<file path="config.mk">
export PLATFORM = sky130hd
export DESIGN_NAME = vx_stream_lru_arbiter
export DESIGN_NICKNAME = d
export VERILOG_FILES = /design/src/rtl/vx_stream_lru_arbiter_pkg.sv /design/src/rtl/vx_stream_skid_buffer.sv /design/src/rtl/vx_stream_lru_arbiter.sv
export SDC_FILE = /design/constraint.sdc
export NUM_CORES = 1
export LEC_CHECK = 0
export BUFFER_PORTS_ARGS = -buffer_cell sky130_fd_sc_hd__buf_2
export CAP_MARGIN = 20
export CORE_MARGIN = 2
export CORE_UTILIZATION = 40
export CTS_CLUSTER_SIZE = 40
export DETAILED_ROUTE_END_ITERATION = 12
export HOLD_SLACK_MARGIN = 0.15
export PLACE_DENSITY = 0.71
export SLEW_MARGIN = 5
export SYNTH_ARGS = -nofsm -noshare
export SYNTH_HDL_FRONTEND = slang
export SYNTH_SLANG_ARGS = --single-unit
</file>
<file path="constraint.sdc">
create_clock -name clk -period 2.9 [get_ports clk]
set_clock_uncertainty 0.05 [all_clocks]
set_input_delay 0.435 -clock clk [delete_from_list [all_inputs] [get_ports clk]]
set_output_delay 0.435 -clock clk [all_outputs]
set_load 0.02 [all_outputs]
</file>
<file path="src/rtl/vx_stream_lru_arbiter_pkg.sv">
// Shared types and sizing helpers for the LRU stream arbiter.
package vx_stream_lru_arbiter_pkg;

    typedef enum logic {LockIdle, LockHeld} lock_state_e;

    function automatic int unsigned idx_width(input int unsigned n);
        return (n > 1) ? $clog2(n) : 1;
    endfunction

    function automatic int unsigned tri_size(input int unsigned n);
        return (n > 1) ? (n * (n - 1)) / 2 : 1;
    endfunction

    // Flat position of upper-triangle pair (i, j), i < j, in an n-by-n matrix.
    function automatic int unsigned tri_idx(input int unsigned i, input int unsigned j,
                                            input int unsigned n);
        return i * n - (i * (i + 1)) / 2 + (j - i - 1);
    endfunction

endpackage

</file>
<file path="src/rtl/vx_stream_skid_buffer.sv">
// Two-entry skid buffer; input ready depends only on registered occupancy.
module vx_stream_skid_buffer #(
    parameter int unsigned DATAW = 8
) (
    input  logic             clk,
    input  logic             reset,
    input  logic             valid_in,
    input  logic [DATAW-1:0] data_in,
    output logic             ready_in,
    output logic             valid_out,
    output logic [DATAW-1:0] data_out,
    input  logic             ready_out
);

    logic [1:0]       count_q;
    logic [DATAW-1:0] head_q;
    logic [DATAW-1:0] tail_q;
    logic             push;
    logic             pop;

    assign ready_in  = (count_q != 2'd2);
    assign valid_out = (count_q != 2'd0);
    assign data_out  = head_q;
    assign push      = valid_in && ready_in;
    assign pop       = valid_out && ready_out;

    always_ff @(posedge clk) begin
        if (!reset) begin
            count_q <= 2'd0;
            head_q  <= '0;
            tail_q  <= '0;
        end else begin
            if (push && ((count_q == 2'd0) || ((count_q == 2'd1) && pop))) begin
                head_q <= data_in;
            end else if (pop) begin
                head_q <= tail_q;
            end
            if (push && (count_q == 2'd1) && !pop) begin
                tail_q <= data_in;
            end
            count_q <= count_q + {1'b0, push} - {1'b0, pop};
        end
    end

endmodule

</file>
<file path="src/rtl/vx_stream_lru_arbiter.sv">
// Least-recently-granted valid/ready stream arbiter with optional packet lock
// and optional skid-buffered output.
module vx_stream_lru_arbiter
    import vx_stream_lru_arbiter_pkg::*;
#(
    parameter int unsigned NUM_REQS     = 4,
    parameter int unsigned DATAW        = 32,
    parameter bit          PACKET_LOCK  = 0,
    parameter bit          OUT_REG      = 1,
    parameter int unsigned LOG_NUM_REQS = idx_width(NUM_REQS)
) (
    input  logic                         clk,
    input  logic                         reset,
    input  logic [NUM_REQS-1:0]          valid_in,
    input  logic [NUM_REQS*DATAW-1:0]    data_in,
    input  logic [NUM_REQS-1:0]          last_in,
    output logic [NUM_REQS-1:0]          ready_in,
    output logic                         valid_out,
    output logic [DATAW-1:0]             data_out,
    output logic                         last_out,
    output logic [LOG_NUM_REQS-1:0]      sel_out,
    input  logic                         ready_out
);

    logic [NUM_REQS-1:0]     grant;
    logic [LOG_NUM_REQS-1:0] grant_idx;
    logic [DATAW-1:0]        grant_data;
    logic                    grant_last;
    logic                    out_ready;
    logic                    fire;

    assign ready_in = grant & {NUM_REQS{out_ready & reset}};
    assign fire     = |ready_in;

    always_comb begin
        grant_data = '0;
        grant_last = 1'b0;
        grant_idx  = '0;
        for (int i = 0; i < NUM_REQS; i++) begin
            if (grant[i]) begin
                grant_data = data_in[i*DATAW +: DATAW];
                grant_last = last_in[i];
                grant_idx  = LOG_NUM_REQS'(i);
            end
        end
    end

    if (NUM_REQS == 1) begin : g_single
        assign grant = valid_in;
    end else begin : g_multi
        localparam int unsigned TRI = tri_size(NUM_REQS);

        // prio_q[tri_idx(i, j)] = 1 means i beats j (i < j).
        logic [TRI-1:0]          prio_q;
        logic                    locked;
        logic [LOG_NUM_REQS-1:0] lock_idx;
        logic                    update;

        always_comb begin
            grant = '0;
            for (int i = 0; i < NUM_REQS; i++) begin
                if (locked) begin
                    grant[i] = valid_in[i] && (lock_idx == LOG_NUM_REQS'(i));
                end else begin
                    grant[i] = valid_in[i];
                    for (int j = 0; j < NUM_REQS; j++) begin
                        if (j < i && valid_in[j] && prio_q[tri_idx(j, i, NUM_REQS)]) begin
                            grant[i] = 1'b0;
                        end
                        if (j > i && valid_in[j] && !prio_q[tri_idx(i, j, NUM_REQS)]) begin
                            grant[i] = 1'b0;
                        end
                    end
                end
            end
        end

        assign update = fire && (!PACKET_LOCK || grant_last);

        always_ff @(posedge clk) begin
            if (!reset) begin
                prio_q <= '1;
            end else if (update) begin
                for (int i = 0; i < NUM_REQS; i++) begin
                    for (int j = i + 1; j < NUM_REQS; j++) begin
                        if (grant[i]) begin
                            prio_q[tri_idx(i, j, NUM_REQS)] <= 1'b0;
                        end else if (grant[j]) begin
                            prio_q[tri_idx(i, j, NUM_REQS)] <= 1'b1;
                        end
                    end
                end
            end
        end

        if (PACKET_LOCK) begin : g_lock
            lock_state_e             lock_q;
            logic [LOG_NUM_REQS-1:0] lock_idx_q;

            always_ff @(posedge clk) begin
                if (!reset) begin
                    lock_q     <= LockIdle;
                    lock_idx_q <= '0;
                end else begin
                    unique case (lock_q)
                        LockIdle: begin
                            if (fire && !grant_last) begin
                                lock_q     <= LockHeld;
                                lock_idx_q <= grant_idx;
                            end
                        end
                        LockHeld: begin
                            if (fire && grant_last) begin
                                lock_q <= LockIdle;
                            end
                        end
                    endcase
                end
            end

            assign locked   = (lock_q == LockHeld);
            assign lock_idx = lock_idx_q;
        end else begin : g_nolock
            assign locked   = 1'b0;
            assign lock_idx = '0;
        end
    end

    if (OUT_REG) begin : g_out_reg
        localparam int unsigned BUFW = DATAW + 1 + LOG_NUM_REQS;

        logic [BUFW-1:0] buf_out;

        vx_stream_skid_buffer #(
            .DATAW(BUFW)
        ) u_skid (
            .clk      (clk),
            .reset    (reset),
            .valid_in (fire),
            .data_in  ({grant_data, grant_last, grant_idx}),
            .ready_in (out_ready),
            .valid_out(valid_out),
            .data_out (buf_out),
            .ready_out(ready_out)
        );

        assign {data_out, last_out, sel_out} = buf_out;
    end else begin : g_out_comb
        assign out_ready = ready_out;
        assign valid_out = (|grant) && reset;
        assign data_out  = reset ? grant_data : '0;
        assign last_out  = grant_last && reset;
        assign sel_out   = reset ? grant_idx : '0;
    end

endmodule

</file>
==> results.md <==
* RSZ-0062 raised after global routing: no
* Worst min path class: in -> reg
* Vias per inst at 5.55
* Starting Density at 40.9%
* Design Area, Final at 5120 um^2
* Clock latency on the worst-skew pair at ~0.35 ns
* First-pass GRT wire length at between 15 and 20 mm
* Hold_sp: ready_out
* Gate power share at 34.6%
* Seq/Total Area, Yosys at between 30% and 40%
* Cell Pwr Density at 583 nW/um^2
* Total routed wirelength at roughly 11 mm
* Layout Utilization at 52.6%
* DP HPWL at 8.01 mm
* Clock Path Buffers at 2
* Worst path max stage delay at 0.46 ns
* Area leader, netlist: dfxtp_1
* Met2 routed WL at approximately 5.6 mm
* Clock root cell: clkbuf_8
* Resize count post-CTS at 0
* Setup crit start: g_out_reg.u_skid.count_q[1]$_SDFF_PN0_
* Initial DRC count at roughly 420
* Mapped Nets at 601
* Antenna Nets Post-Route at 0
* GRT Util Overall at 20.5%
* Syn Area/Cell at between 8 and 9 um^2
* CP endpoint kind: primary output
* Top cell type's share of synthesized area at a little under 40%
* Tmin final at roughly 2.2 ns
* Switching part of the total at 35.4%
* Ys async rst share at 0%
* Most frequent cells after synthesis: o21ai_0, dfxtp_1, nand3_1
* # diodes at 0
* Core area at slightly below 10,000 um^2
* GRT Residual Overflow at 0
* Flops & latches, synth at 78
* Wire length per cell at 15.2 um
* Chip height at 104 um
* DR top layer: met4
* # rows at 36
* First-pass DRT Iterations at 9
* Setup Fix Bufs, Post-CTS at 0
* Slew headroom at a little over 60%
* Final Slew Violations at 0
* Number of enable flip-flop cells after synthesis at 0
* Setup slack, reg-to-reg at 0.81 ns
* Primary FF master, synth: dfxtp_1
* Worst Max-Slew Pin Slew at 0.561 ns
* Status: complete, no violations
* Post-synthesis mux area share at 9.33%
* DR DRC count at 0
* Cell area after synthesis at 3980 um^2
* Die Area at about 11,000 um^2
* Reg power frac at 41.5%
* Crit-path cells: inv_1, o21ai_0, nor2b_1, buf_2
* MaxCap Viol Count at 0
* Clk slew on worst S/H paths at 0.08 ns
* IO Pins at approximately 180
* Worst R2R Start: g_out_reg.u_skid.count_q[1]$_SDFF_PN0_
* Max Fclk at around 0.45 GHz
* Layout area overhead at 28.5%
* WL met1 at 4.80 mm
* Layout cell share with drive strength beyond 1 at just under 40%
* Largest family of logic cells by synthesized area: compound AO/OA/AOI/OAI gates
* Input/output buffers at 178
* Worst path required time at 2.41 ns
* Vias in the first global route at between 3,000 and 4,000
* Largest net degree at the start of global routing at 113
* Worst hold slack at 0.416 ns
* Total power at 2980 uW
* Synth warnings at 0
* Clock Sinks at 78
* Leak at roughly 0.0022 uW
* Final-report setup violation count at 0
* Clk pwr share at 23.9%
* Gpl congestion at 0.816
* P_sw at about 1100 uW
* Cell variety after synth at 30
* Fin. Hold Viols at 0
* CP Launch Type: flop
* Critical path type: reg -> out
* Simple-gate portion of the synthesized area at 12.8%
* Compound-Gate Fraction of Synth Area at 31.5%
* Top cells by area, synth: dfxtp_1, o21ai_0, mux2_2
* Hold buffer count at CTS at 0
* Internal power at 1930 uW
* Antenna violations before repair at 0
* Adder-cell area share of the yosys netlist at 0.628%
* XOR/XNOR share of the synthesized area at 0.440%
* Max stage delay cell, worst path: o21ai_0
* Worst vdd ir at 308 uV
* Post-route clock period utilization at 76.3%
* Arr. time, crit path at 1.73 ns
* Htree depth at 3
* CTS tree: yes
* Largest fanout on the critical path at 5
* TNS Setup at 0 ns
* Top-count cell post-synth: o21ai_0
* Placed cell areas at 4940 um^2
* Nets at 754
* Met3 Wirelength at 631 um
* Num CTS Buffers at 9
* Via count at between 4,000 and 5,000
* Post-Synthesis Cells at 460
* Die Width at 104 um
==> final cells by class <==
class	count	area [um^2]
clock buffers	9	124
clock inverters	7	48.8
fillers	939	4610
inverters	5	18.8
multi-input cells	329	2190
flip-flops and latches	78	1560
well taps	133	166
repair buffers	190	1010
==> metrics by stage <==
| stage | setup slack (ns) | instances |
|---|---|---|
| 2_1_floorplan | 0.760 | 460 |
| 3_3_place_gp | 0.736 | 735 |
| 3_5_place_dp | 0.666 | 735 |
| 4_1_cts | 0.656 | 751 |
| 5_1_grt | 0.571 | 751 |
| 6_report | 0.688 | 751 |
==> cells in the final DEF, fill, tap and decap left out <==
master,count
clkinvlp_4,4
nor2_1,10
nor3b_1,2
nand3_1,66
xnor2_1,2
buf_2,178
nor2b_1,4
and4_1,1
nand2_1,12
inv_6,1
o41ai_4,2
nand2b_1,3
a21boi_0,2
a31oi_1,2
inv_1,5
o21ai_0,97
a21oi_1,1
buf_4,10
ha_1,2
clkbuf_8,9
clkinv_2,2
o2111a_1,3
or2_2,1
and2_1,3
dfxtp_1,78
nand4_1,1
a21o_1,33
mux2_2,33
o21ai_1,16
buf_12,2
a222oi_1,33
==> flip-flops by register name, summed over array words and instances, names as in the netlist <==
name	count
g_multi.prio_q	6
g_out_reg.u_skid.count_q	2
g_out_reg.u_skid.data_out	35
g_out_reg.u_skid.tail_q	35
==> power groups by stage <==
stage	registers [uW]	logic [uW]	clock network, uW
detailed placement	1260	1030	0
CTS	1240	1040	732
finish	1240	1030	714
global route	1250	1130	776
global placement	1260	1010	0
floorplan	1330	644	0
==> kinds of logic after synthesis <==
kind of cell,count (synthesis)
compound gates,189
simple gates,103
flops,78
buf+inv,53
mux,33
xor+xnor,2
fa+ha+maj,2
==> path summary, 6_finish.rpt <==
check / cells after the start / end
max: 4 / ready_in[1]
min: 4 / g_out_reg.u_skid.tail_q[1]$_SDFFE_PN0P_
max reg2reg: 7 / g_out_reg.u_skid.data_out[17]$_SDFFE_PN0P_
min reg2reg: 2 / g_out_reg.u_skid.tail_q[34]$_SDFFE_PN0P_
==> critical path: cells and delay by family (launching register included) <==
| family | cells | cell delay, ns |
|---|---|---|
| AOI/OAI and AO/OA | 1 | 0.46 |
| buffers and inverters | 2 | 0.30 |
| and+or+nand+nor | 1 | 0.20 |
| DFF | 1 | 0.42 |
==> per-layer routing <==
layer | vias to the layer above | track usage [%]
li1 | 2055 | -
met3 | 32 | 4.91
met1 | 1942 | 24.1
met5 | - | 0
met4 | 0 | 8.98
met2 | 138 | 35.7
(Power assumes the default switching activity.)
